$ cat config.mk
export PLATFORM = sky130hd
export DESIGN_NAME = sequence_analyzer
export DESIGN_NICKNAME = d
export VERILOG_FILES = /design/src/rtl/sequence_analyzer_pkg.sv /design/src/rtl/sequence_analyzer.sv
export SDC_FILE = /design/constraint.sdc
export NUM_CORES = 1
export LEC_CHECK = 0
export CAP_MARGIN = 20
export CORE_AREA = 2 2 39 41
export CTS_CLUSTER_SIZE = 8
export DETAILED_ROUTE_END_ITERATION = 10
export DIE_AREA = 0 0 41 43
export GPL_TIMING_DRIVEN = 1
export SETUP_SLACK_MARGIN = 0.02
export SLEW_MARGIN = 20
export SYNTH_ARGS = -nofsm -noshare
export SYNTH_HDL_FRONTEND = slang
export SYNTH_SLANG_ARGS = --single-unit
$ cat constraint.sdc
create_clock -name clk -period 2 [get_ports clk]
set_input_delay 0.4 -clock clk [delete_from_list [all_inputs] [get_ports clk]]
set_output_delay 0.4 -clock clk [all_outputs]
set_load 0.01 [all_outputs]
$ cat src/rtl/sequence_analyzer_pkg.sv
// Shared state type for the 1010 serial pattern detector.
// Each state name records how much of the pattern has been seen so far.
package sequence_analyzer_pkg;

  typedef enum logic [2:0] {
    S0 = 3'd0,  // idle, no progress
    S1 = 3'd1,  // seen "1"
    S2 = 3'd2,  // seen "10"
    S3 = 3'd3,  // seen "101"
    S4 = 3'd4   // seen "1010", match
  } state_e;

endpackage

$ cat src/rtl/sequence_analyzer.sv
// Moore detector for the serial pattern 1,0,1,0 (oldest first), with overlapping matches.
// out is decoded from the state register only, so serialInput has no combinational path to it.
module sequence_analyzer
  import sequence_analyzer_pkg::*;
(
  input  logic clk,
  input  logic reset,
  input  logic serialInput,
  output logic out
);

  state_e r_state;
  state_e w_next_state;

  // Synchronous reset takes priority over every transition.
  always_ff @(posedge clk) begin
    if (reset) begin
      r_state <= S0;
    end else begin
      r_state <= w_next_state;
    end
  end

  always_comb begin
    w_next_state = S0;
    case (r_state)
      S0:      w_next_state = serialInput ? S1 : S0;
      S1:      w_next_state = serialInput ? S1 : S2;
      S2:      w_next_state = serialInput ? S3 : S0;
      S3:      w_next_state = serialInput ? S1 : S4;
      // The trailing "10" of a match is the start of the next one.
      S4:      w_next_state = serialInput ? S3 : S0;
      default: w_next_state = S0;
    endcase
  end

  assign out = (r_state == S4);

endmodule

# ---- Word-level counts from Yosys, hierarchy flattened
# Cells that the tools add are included.
dict set report word_totals {
  word_cells 12
  register_bits 3
  out_inout_bits 1
}
dict set report op_classes {
  n_reduce_logical 2
  mux 5
  n_eq_ne 4
}
# cell count
set ops {}
lappend ops {{$pmux W3 S4} 1}
lappend ops {{$eq A3 B2 Y1 const B} 2}
lappend ops {{$mux W2} 2}
lappend ops {{$eq A3 B1 Y1 const B} 1}
lappend ops {{$eq A3 B3 Y1 const B} 1}
lappend ops {{$logic_not A3 Y1} 1}
lappend ops {{$mux W3} 1}
lappend ops {{$reduce_or A2 Y1} 1}
lappend ops {{$mux W1} 1}

# ---- Longest topological paths before layout
# Gate-level depths: netlist (run 1).
dict set report depth {
  word_depth 3
  ltp_mapped 2
  mapped_depth_nobuf 2
}

# ---- Worst setup path after synthesis (run 1)
# Ideal clock, no wire load.
dict set report synth_timing {
  path_kind {input -> register}
  startpoint {input port serialInput}
  endpoint {register r_state[1]}
  arrival_ps 1001
  stages 2
  path_slack_ps 925
  setup_time_ps 74
  n_path_buf 0
  path_cell_list {or4b_1 > a31oi_1}
}
dict set report synth_between {
  elab_chain_len 2
}
# element line
set synth_lines {}
lappend synth_lines {{from (decl)} sequence_analyzer.sv:8} ;# input logic serialInput,
lappend synth_lines {{$mux W2 (on tied branches)} {sequence_analyzer.sv:29, sequence_analyzer.sv:32, sequence_analyzer.sv:28}}
lappend synth_lines {{$pmux W3 S4 (*)} sequence_analyzer.sv:26} ;# case (r_state)
lappend synth_lines {{to (signal assigned)} sequence_analyzer.sv:20} ;# r_state <= w_next_state;
lappend synth_lines {{to (decl)} sequence_analyzer.sv:12} ;# state_e r_state;
# Every way passes the cells marked *; elsewhere a longest branch is shown, timed or not.
# A chain may end at the register's enable or synchronous reset.

# ---- Worst setup path after layout (run 1)
dict set report layout_timing {
  startpoint {register r_state[2]}
  endpoint {output port out}
}
dict set report layout_between {
  elab_chain_len 1
}
# element line
set layout_lines {}
lappend layout_lines {{$eq A3 B3 Y1} sequence_analyzer.sv:37} ;# assign out = (r_state == S4);
lappend layout_lines {{to (decl)} sequence_analyzer.sv:9} ;# output logic out
# Every way passes these cells.

==> results of run 1 <==
per-stage QoR:
| step | instances | hold slack, ps | setup WS, ps | utilization | total power, mW |
|---|---|---|---|---|---|
| after floorplan | 12 | 469 | 925 | - | 0.0680 |
| after global placement | 31 | 566 | 381 | 0.134 | 0.0743 |
| final | 35 | 587 | 217 | 0.153 | 0.182 |
| after global routing | 35 | 635 | 142 | 0.153 | 0.196 |
| after CTS | 35 | 584 | 191 | 0.153 | 0.187 |
| after detailed placement | 31 | 572 | 376 | 0.134 | 0.0743 |
area by class of cell:
cell class | count | share of cell area
clock buffer | 4 | 0.124
multi-input combinational | 9 | 0.355
sequential | 3 | 0.284
tap | 16 | 0.0947
timing repair buffer | 3 | 0.142
metal layers:
metal  vias to the layer above  track usage
met5                         -            0
met3                         0       0.0314
met4                         0       0.0200
met2                         5       0.0438
li1                         63            -
met1                        52       0.0413
synth_stat cells:
library cell,n,share of area
a31oi_1,1,0.046
and3b_1,1,0.065
and4b_2,1,0.083
dfxtp_1,3,0.44
nor2_1,1,0.028
nor3b_1,1,0.056
o21ai_0,1,0.037
or4b_1,1,0.074
or4bb_1,2,0.17
path summary, 6_finish.rpt:
kind / start / to / slack, ps / cells past startpoint
setup reg to reg: r_state[2] / r_state[1] / 890 / 2
hold reg to reg: r_state[2] / r_state[0] / 590 / 2
hold / removal: r_state[2] / r_state[0] / 590 / 2
setup / recovery: r_state[2] / out / 220 / 2
where the power goes:
part	switching (mW)	total, mW	internal [mW]
logic	0.00278	0.00905	0.00627
clock network	0.0332	0.108	0.0749
registers	0.00232	0.0644	0.0621
worst min-delay path: stages (launching register included):
cell,delay (ps)
dfxtp_1,340
o21ai_0,80
and3b_1,140
cells by family after synthesis:
logic type       share of synthesized area
AND/OR/NAND/NOR                      0.472
flip-flops                           0.444
AO/OA/AOI/OAI                       0.0833
==> flow_summary.ini, run 1 <==
[grt]
grt_max_degree = 7
first_global_vias = 113
grt-ovfl-total = 0
grt_pass1_wl_um = 407
grt_use_total = 0.0360
antenna_found_initial = 0

[floorplan]
die_h_um = 43
design.core.area_sq_mm = 0.00138
start_util = 0.0976
dieArea_sq_mm = 0.00176
dieWidth_um = 41
num_rows = 14
io_pins = 4

[critical_path]
cp.arrival_ps = 1380
critical_path_buf_inv_count = 1
end_kind = output pin
slowest_stage = clkdlybuf4s50_1
crit_family = buffers and inverters
start_kind = flip-flop
crit_type = reg -> out
critPathRequiredTime_ps = 1600
max_stage_delay_ps = 560
crit_path_max_fanout = 6
path_cells = nor3b_1 > clkdlybuf4s50_1

[sta]
tightest_slew_ps = 166
skew_ps = 2.25
slew_viol_final = 0
fmax_ghz = 0.561
finalCritPeriodShare = 0.892
setup_viol = 0
rsz0062_at_grt = false
slew_headroom = 0.889
finalSetupTns_ps = 0
hold_viol = 0
fin_crit_ps = 1780

[synthesis]
ys_ff_latch = 3
postSynthAreaPerCell_sq_um = 11.3
synth.net_count = 15
syn_inst = 12
synth_warnings = 0
ys_seq_area_frac = 0.444
syn_area_sq_um = 135
ys_types = 9

[cells_and_area]
max_flop_register = r_state
drive_above_1_share = 0.211
fillerInstances = 160
multi_input_area_sq_um = 75.1
regArea_sq_um = 60.1
antenna_cells = 0
fin_area_sq_um = 211
largest_reg_flops = 3
syn_to_final_growth_pct = 56.5
final_cell_mix = 3 x clkbuf_4, 3 x clkdlybuf4s50_1, 3 x dfxtp_1
reg.largest.list = r_state x3
fin_nets = 23

[clock_tree]
clock_latency_ps = 230
clkSlewWorstSetupHoldPaths_ps = 40
cts_root_buffer = clkbuf_4
postCtsHoldBufs = 0
cts_buffers = 3
cts_buffer_depth = 2
postCtsSetupRepairBufs = 0
clkSinkCount = 3
h-tree-depth = 1
cts_resized = 0
cts_tree = built

[power_and_ir_drop]
power_density_mw_per_mm2 = 859
p_leak_nw = 0.0758
ir_worst_vdd_mv = 0.141

[routing]
ant_nets = 0
met2_length_um = 109
via_per_inst = 3.43
avgRoutedWirePerCell_um = 8.26
wl_met3_um = 35
first_iter_violations = 0
drcViolationCount = 0
routed_wl_um = 289
wl_met1_um = 144
drtPass1Iterations = 1
maxUsedRoutingLayer = met3
vias = 120

[placement]
place_area_sq_um = 185
port_buffers = 3
routabilityCongestion = 0.432

[flow_run]
drv_cap = 0

[min_path]
hp-class = reg -> reg

[run_status]
outcome = complete, no violations
No activity file was read; power rests on OpenSTA's default activity.
==> run 2: changes to the inputs <==
- SLEW_MARGIN: 20 -> 40
- TNS_END_PERCENT: default -> 30
==> results of run 2 <==
Same layout as run 1: the final DEF is identical, and so are final timing and power.
